File: src/rtl/bin_to_bcd_iter.sv
// Iterative double-dabble binary-to-BCD converter.
// One shared add-3 and shift datapath handles one input bit per clock.
module bin_to_bcd_iter #(
    parameter int BIN_W  = 8,
    parameter int DIGITS = 3
) (
    input  logic                  i_clk,
    input  logic                  i_rst,
    input  logic                  i_start,
    input  logic [BIN_W-1:0]      i_bin,
    output logic                  o_busy,
    output logic                  o_valid,
    output logic [4*DIGITS-1:0]   o_bcd,
    output logic                  o_ovf
);
    localparam int SW = 4 * DIGITS;
    localparam int CW = $clog2(BIN_W + 1);

    typedef enum logic {IDLE, SHIFT} state_t;

    state_t          state_q, state_d;
    logic [BIN_W-1:0] bin_q, bin_d;
    logic [SW-1:0]   scr_q, scr_d, adj;
    logic            ovf_q, ovf_d;
    logic [CW-1:0]   cnt_q, cnt_d;
    logic [SW-1:0]   bcd_d;
    logic            ovf_out_d;
    logic            valid_d;

    // Per-digit +3 correction; no carry crosses digit boundaries.
    always_comb begin
        adj = '0;
        for (int i = 0; i < DIGITS; i++) begin
            if (scr_q[4*i +: 4] >= 4'd5)
                adj[4*i +: 4] = scr_q[4*i +: 4] + 4'd3;
            else
                adj[4*i +: 4] = scr_q[4*i +: 4];
        end
    end

    always_comb begin
        state_d   = state_q;
        bin_d     = bin_q;
        scr_d     = scr_q;
        ovf_d     = ovf_q;
        cnt_d     = cnt_q;
        bcd_d     = o_bcd;
        ovf_out_d = o_ovf;
        valid_d   = 1'b0;
        case (state_q)
            IDLE: begin
                if (i_start) begin
                    bin_d   = i_bin;
                    scr_d   = '0;
                    ovf_d   = 1'b0;
                    cnt_d   = CW'(BIN_W);
                    state_d = SHIFT;
                end
            end
            SHIFT: begin
                scr_d = {adj[SW-2:0], bin_q[BIN_W-1]};
                bin_d = {bin_q[BIN_W-2:0], 1'b0};
                ovf_d = ovf_q | adj[SW-1];
                cnt_d = cnt_q - CW'(1);
                if (cnt_q == CW'(1)) begin
                    bcd_d     = scr_d;
                    ovf_out_d = ovf_d;
                    valid_d   = 1'b1;
                    state_d   = IDLE;
                end
            end
            default: state_d = IDLE;
        endcase
    end

    always_ff @(posedge i_clk) begin
        if (i_rst) begin
            state_q <= IDLE;
            bin_q   <= '0;
            scr_q   <= '0;
            ovf_q   <= 1'b0;
            cnt_q   <= '0;
            o_bcd   <= '0;
            o_ovf   <= 1'b0;
            o_valid <= 1'b0;
        end else begin
            state_q <= state_d;
            bin_q   <= bin_d;
            scr_q   <= scr_d;
            ovf_q   <= ovf_d;
            cnt_q   <= cnt_d;
            o_bcd   <= bcd_d;
            o_ovf   <= ovf_out_d;
            o_valid <= valid_d;
        end
    end

    assign o_busy = (state_q == SHIFT);

endmodule

File: config.mk
export PLATFORM = sky130hd
export DESIGN_NAME = bin_to_bcd_iter
export DESIGN_NICKNAME = d
export VERILOG_FILES = /design/src/rtl/bin_to_bcd_iter.sv
export SDC_FILE = /design/constraint.sdc
export NUM_CORES = 1
export LEC_CHECK = 0
export ABC_CLOCK_PERIOD_IN_PS = 1400
export BUFFER_PORTS_ARGS = -buffer_cell sky130_fd_sc_hd__buf_4
export CELL_PAD_IN_SITES_DETAIL_PLACEMENT = 0
export CELL_PAD_IN_SITES_GLOBAL_PLACEMENT = 1
export CORE_MARGIN = 4
export CORE_UTILIZATION = 38
export DETAILED_ROUTE_END_ITERATION = 8
export GPL_ROUTABILITY_DRIVEN = 0
export PLACE_DENSITY_LB_ADDON = 0.1
export SLEW_MARGIN = 20
export SYNTH_ARGS = -nofsm -noshare
export SYNTH_HDL_FRONTEND = slang
export SYNTH_SLANG_ARGS = --single-unit
File: constraint.sdc
create_clock -name i_clk -period 1.4 [get_ports i_clk]
set_input_delay 0.42 -clock i_clk [delete_from_list [all_inputs] [get_ports i_clk]]
set_output_delay 0.42 -clock i_clk [all_outputs]
set_load 0.005 [all_outputs]
# [Yosys cells after proc, flatten, opt, wreduce, memory -nomap -nowiden]
# Index checks and enable logic that the tools add are counted.
[op_classes] add_sub_neg=4 order_cmp=3 eq_ne=2 muxes=15 bitwise_logic=2 reduce_logical=2
[op_table] op="$pmux 12 s2" count=1
[op_table] op="$mux 4" count=4
[op_table] op="$pmux 8 s2" count=1
[op_table] op="$add 4x2->4 const B" count=3
[op_table] op="$ge 4x3->1 const B" count=3
[op_table] op="$mux 12" count=1
[op_table] op="$mux 8" count=1
[op_table] op="$pmux 4 s2" count=1
[op_table] op="$eq 4x1->1 const B" count=1
[op_table] op="$mux 1" count=4
[op_table] op="$pmux 1 s2" count=2
[op_table] op="$sub 4x1->4 const B" count=1
[op_table] op="$ne 2x2->1 const B" count=1
[op_table] op="$reduce_and 2->1" count=1
[op_table] op="$reduce_or 2->1" count=1
[op_table] op="$not 1->1" count=1
[op_table] op="$or 1x1->1" count=1
[totals] register_bits=40 in_bits=11 output_inout_bits=15 elab_cells=36

# [Longest topological paths before layout]
[depth] ltp_word=4 ltp_mapped=8 depth_no_buf=7

# [Worst setup path after synthesis]
# No wires, ideal clock.
[synth_timing] kind="reg-to-reg" start="register scr_q[0]" end="register o_bcd[2]" setup_ps=68 arrival_ps=1298 required_time_ps=1332 slack_ps=35 stages_incl_launch_ff=7 n_path_buf=0 synth_period_minus_slack_ps=1365 cell_sequence="dfxtp_1 -> inv_1 -> ha_1 -> nand2b_1 -> a21o_1 -> mux2_4 -> o2bb2ai_2"
[synth_between] elab_chain_cells=2 word_cells_on_any_way=3 classes_between="add/sub: 1; order compare: 1; mux: 1"
[synth_lines] element="start, declared" line_no="23" source="logic [SW-1:0] scr_q, scr_d, adj;"
[synth_lines] element="start signal, assigned" line_no="89" source="scr_q <= scr_d;"
[synth_lines] element="$add 4x2->4 / $ge 4x3->1 (equally long branches)" line_no="35, 34"
[synth_lines] element="$mux 4 (*)" line_no="34" source="if (scr_q[4*i +: 4] >= 4'd5)"
[synth_lines] element="end signal, assigned" line_no="83" source="o_bcd <= '0;"
[synth_lines] element="end signal, assigned" line_no="92" source="o_bcd <= bcd_d;"
[synth_lines] element="end, declared" line_no="13" source="output logic [4*DIGITS-1:0] o_bcd,"
# Every way passes the cells marked *; elsewhere a longest branch is shown, timed or not.
# A chain may end at the register's enable or synchronous reset.

# [Worst setup path after layout]
[layout_timing] start="register scr_q[9]" end="register scr_q[10]"
[layout_between] elab_chain_cells=3 word_cells_on_any_way=4 classes_between="add/sub: 1; order compare: 1; mux: 2"
[layout_lines] element="$add 4x2->4 / $ge 4x3->1 (equally long branches)" line_no="35, 34"
[layout_lines] element="$mux 4 (*)" line_no="34"
[layout_lines] element="$pmux 12 s2 (*)" line_no="50" source="case (state_q)"
# Marks and branches as above.

==> flow_summary_export.csv <==
group,metric,value,unit
grt,grt_pass1_vias,1447,
setup_path,path_delay_family,"compound AO/OA/AOI/OAI gates",
setup_path,path_buf_inv,1,
grt,grt_pass1_wl,6800,um
sta,fin_crit_sh,0.995,
setup_path,r2r_slack,0.007,ns
worst_hold_path,hold_path.class,"in2reg",
cts,tritoncts,"done",
synthesis,ys_types,35,
floorplan,pin_count,26,
cts,cts_sinks,40,
sta,setup_tns,0,ns
setup_path,critPathMaxFanout,3,
floorplan,die_w,76.7,um
cts,cts.reportedPaths.clkPinSlew,0.07,ns
finish,drive_gt1_frac,0.388,
synthesis,avgSynthCellArea,9.38,sq um
routing,dr.pass1.iters,4,
floorplan,num_rows,24,
floorplan,dieArea,5880,sq um
worst_hold_path,worstHoldEndpoint,"cnt_q[1]$_SDFFE_PP0P_",
setup_path,rr_worst_depth,6,
routing,viasPerCell,5.30,
setup_path,cpMaxStageDelayCell,"dfxtp_2",
place,port_buffers,25,
cts,cts_max_path_buffers,2,
worst_hold_path,hold_depth,2,
sta,finalSetupViolations,0,
cts,cts_root_buffer,"clkbuf_8",
routing,wl,4300,um
floorplan,initial_core_util,0.403,
synthesis,ys_seq_area_frac,0.447,
flow_run,max-cap-violations,0,
cts,numCtsBuffers,5,
finish,area_growth,33.2,%
routing,wl_per_cell,15.1,um
floorplan,core,4440,sq um
sta,finalHoldWorstSlack,0.405,ns
setup_path,required,1.59,ns
sta,clock.fmax,0.718,GHz
routing,drcViolationCount,0,
synthesis,syn_inst,191,
cts,clk_latency,0.29,ns
setup_path,timing.rr.end,"scr_q[10]$_SDFFE_PP0P_",
place,placed_cells,273,
power_and_ir_drop,peakVddDrop,0.000433,V
finish,final_nets,251,
grt,grt_max_degree,27,
finish,design_area,2390,sq um
status,outcome,"finished clean",
place,dp_hpwl,2820,um
setup_path,arrival,1.58,ns
synthesis,syn_area,1790,sq um
setup_path,max_stage_delay,0.35,ns
sta,rsz0062_at_grt,"yes",
setup_path,crit_chain,"inv_2 -> ha_2 -> nand2b_4 -> a21o_4 -> mux2i_2 -> a32o_1",
synthesis,ys_warn_count,0,
routing,drt_iter0_drc,53,
routing,postRouteAntennaNets,0,
cts,htree_levels,2,
sta,fin_crit,1.39,ns
setup_path,r2r-start,"scr_q[9]$_SDFFE_PP0P_",
cts,postCtsHoldBufs,0,
synthesis,synth_seq_cells,40,
floorplan,die_h,76.7,um
setup_path,crit_type,"reg2reg",
power_and_ir_drop,power_leakage,0.963,nW
sta,tightest_slew,0.585,ns
grt,grt_usage,0.144,
routing,route.vias.total,1505,
finish,n_antenna_cell,0,
power_and_ir_drop,power-per-cell-area,939,nW/um^2
place,placed_cell_area,2100,sq um
power_and_ir_drop,p_total,0.00224,W
sta,slew_headroom,0.609,
grt,antenna_found_initial,0,
setup_path,worstSetupStartpointType,"flop",
worst_hold_path,hp-start,"i_rst",
grt,gr-total-overflow,0,
synthesis,syn-num-nets,210,
sta,slew_violations,0,
sta,fin_skew,0.00487,ns
sta,hold_viol,0,
finish,final_cells,284,
setup_path,cp-end-kind,"flop",
==> cells in the final DEF, fill, tap and decap left out, drive strengths merged <==
cell       n
nand2      1
o22ai      1
a31oi      1
nand2b     5
nand3b     1
xnor2      3
a211oi     1
clkbuf     7
nor3       8
o21ba      1
ha         8
buf       43
a21oi     18
inv        9
nor2      24
nand3      8
dfxtp     40
a32o       3
clkinvlp   1
clkinv     1
o2bb2ai    9
mux2i     11
a21o       3
o21ai     13
nor3b      6
a22o       4
a311oi     1
mux2       1
==> cell families after synthesis <==
group / after synthesis / synth area share
xor+xnor: 3 / 0.0147
compound gates: 55 / 0.207
mux: 12 / 0.0698
buf+inv: 20 / 0.0531
simple gates: 53 / 0.153
flops: 40 / 0.447
fa+ha+maj: 8 / 0.0559
==> cell type report <==
type                            count  area [sq um]
Sequential cell                    40           813
Inverter                           11          46.3
Timing Repair Buffer               43           345
Multi-Input combinational cell    131          1020
Tap cell                           52          65.1
Clock buffer                        7          96.3
Fill cell                         401          2060
==> flip-flops by register name, summed over array words and instances (netlist names) <==
register / count
scr_q: 12
cnt_q: 4
o_busy: 1
o_valid: 1
o_ovf: 1
bin_q: 8
o_bcd: 12
ovf_q: 1
==> worst register-to-register path, cell delays in order (launching register included) <==
cell and delay (ns):
dfxtp_2 0.35, inv_2 0.06, ha_2 0.16, nand2b_4 0.14, a21o_4 0.22, mux2i_2 0.16
a32o_1 0.20
==> power by group <==
part	internal (W)	switching, W	leakage [nW]
sequential	0.00117	0.0000273	0.329
combinational	0.000107	0.000125	0.584
clock	0.000439	0.000377	0.0503
==> synth_stat cells (all sizes together) <==
library cell | instances | area share
a22o | 4 | 0.020
a21oi | 18 | 0.050
o2bb2ai | 9 | 0.047
buf | 7 | 0.025
a31oi | 1 | 0.0035
nor3 | 8 | 0.029
a311oi | 1 | 0.0049
clkinv | 1 | 0.0028
o22ai | 1 | 0.0035
o21ba | 1 | 0.0056
nand2b | 5 | 0.017
inv | 10 | 0.021
dfxtp | 40 | 0.45
nand3b | 1 | 0.0042
a32o | 3 | 0.017
nand3 | 8 | 0.022
a211oi | 1 | 0.0042
nor2 | 24 | 0.052
a21o | 3 | 0.013
ha | 8 | 0.056
mux2 | 1 | 0.0084
mux2i | 11 | 0.061
nand2 | 1 | 0.0035
nor3b | 6 | 0.025
xnor2 | 3 | 0.015
clkbuf | 2 | 0.0042
o21ai | 13 | 0.038
==> how the worst max path moves through the flow <==
stage / slack (ns) / endpoint / start / cells past startpoint
2_1_floorplan: 0.03 / o_bcd[2]$_SDFFE_PP0P_ / scr_q[0]$_SDFFE_PP0P_ / 6
3_3_place_gp: 0.02 / o_bcd[2]$_SDFFE_PP0P_ / scr_q[0]$_SDFFE_PP0P_ / 6
3_5_place_dp: -0.05 / o_bcd[2]$_SDFFE_PP0P_ / scr_q[1]$_SDFFE_PP0P_ / 6
4_1_cts: 0.008 / o_bcd[2]$_SDFFE_PP0P_ / scr_q[1]$_SDFFE_PP0P_ / 6
5_1_grt: -0.07 / o_bcd[2]$_SDFFE_PP0P_ / cnt_q[1]$_SDFFE_PP0P_ / 7
6_report: 0.007 / scr_q[10]$_SDFFE_PP0P_ / scr_q[9]$_SDFFE_PP0P_ / 6
==> metal layers <==
layer | vias to the layer above | GRT usage | wire, um
li1 | 763 | - | -
met1 | 711 | 0.173 | 1910
met2 | 25 | 0.236 | 2160
met3 | 6 | 0.0445 | 170
met4 | 0 | 0.0616 | 53
met5 | - | 0 | 0
==> metrics by stage <==
step                       util  setup WS [ns]
after floorplan               -         0.0346
after detailed placement  0.472        -0.0466
after global routing      0.537        -0.0686
final                     0.537        0.00716
after global placement    0.472         0.0206
after CTS                 0.503        0.00767
==> timing repair <==
| action | 4_1_cts | 5_1_grt |
|---|---|---|
| endpoints found under the hold margin | 0 | 0 |
| gates resized for setup | 13 | 32 |
| pin swaps | 3 | 10 |
| gates cloned | 0 | 2 |
| setup endpoints to repair | 10 | 22 |
| buffers inserted | 1 | 1 |
No activity file was read; power rests on OpenSTA's default activity.
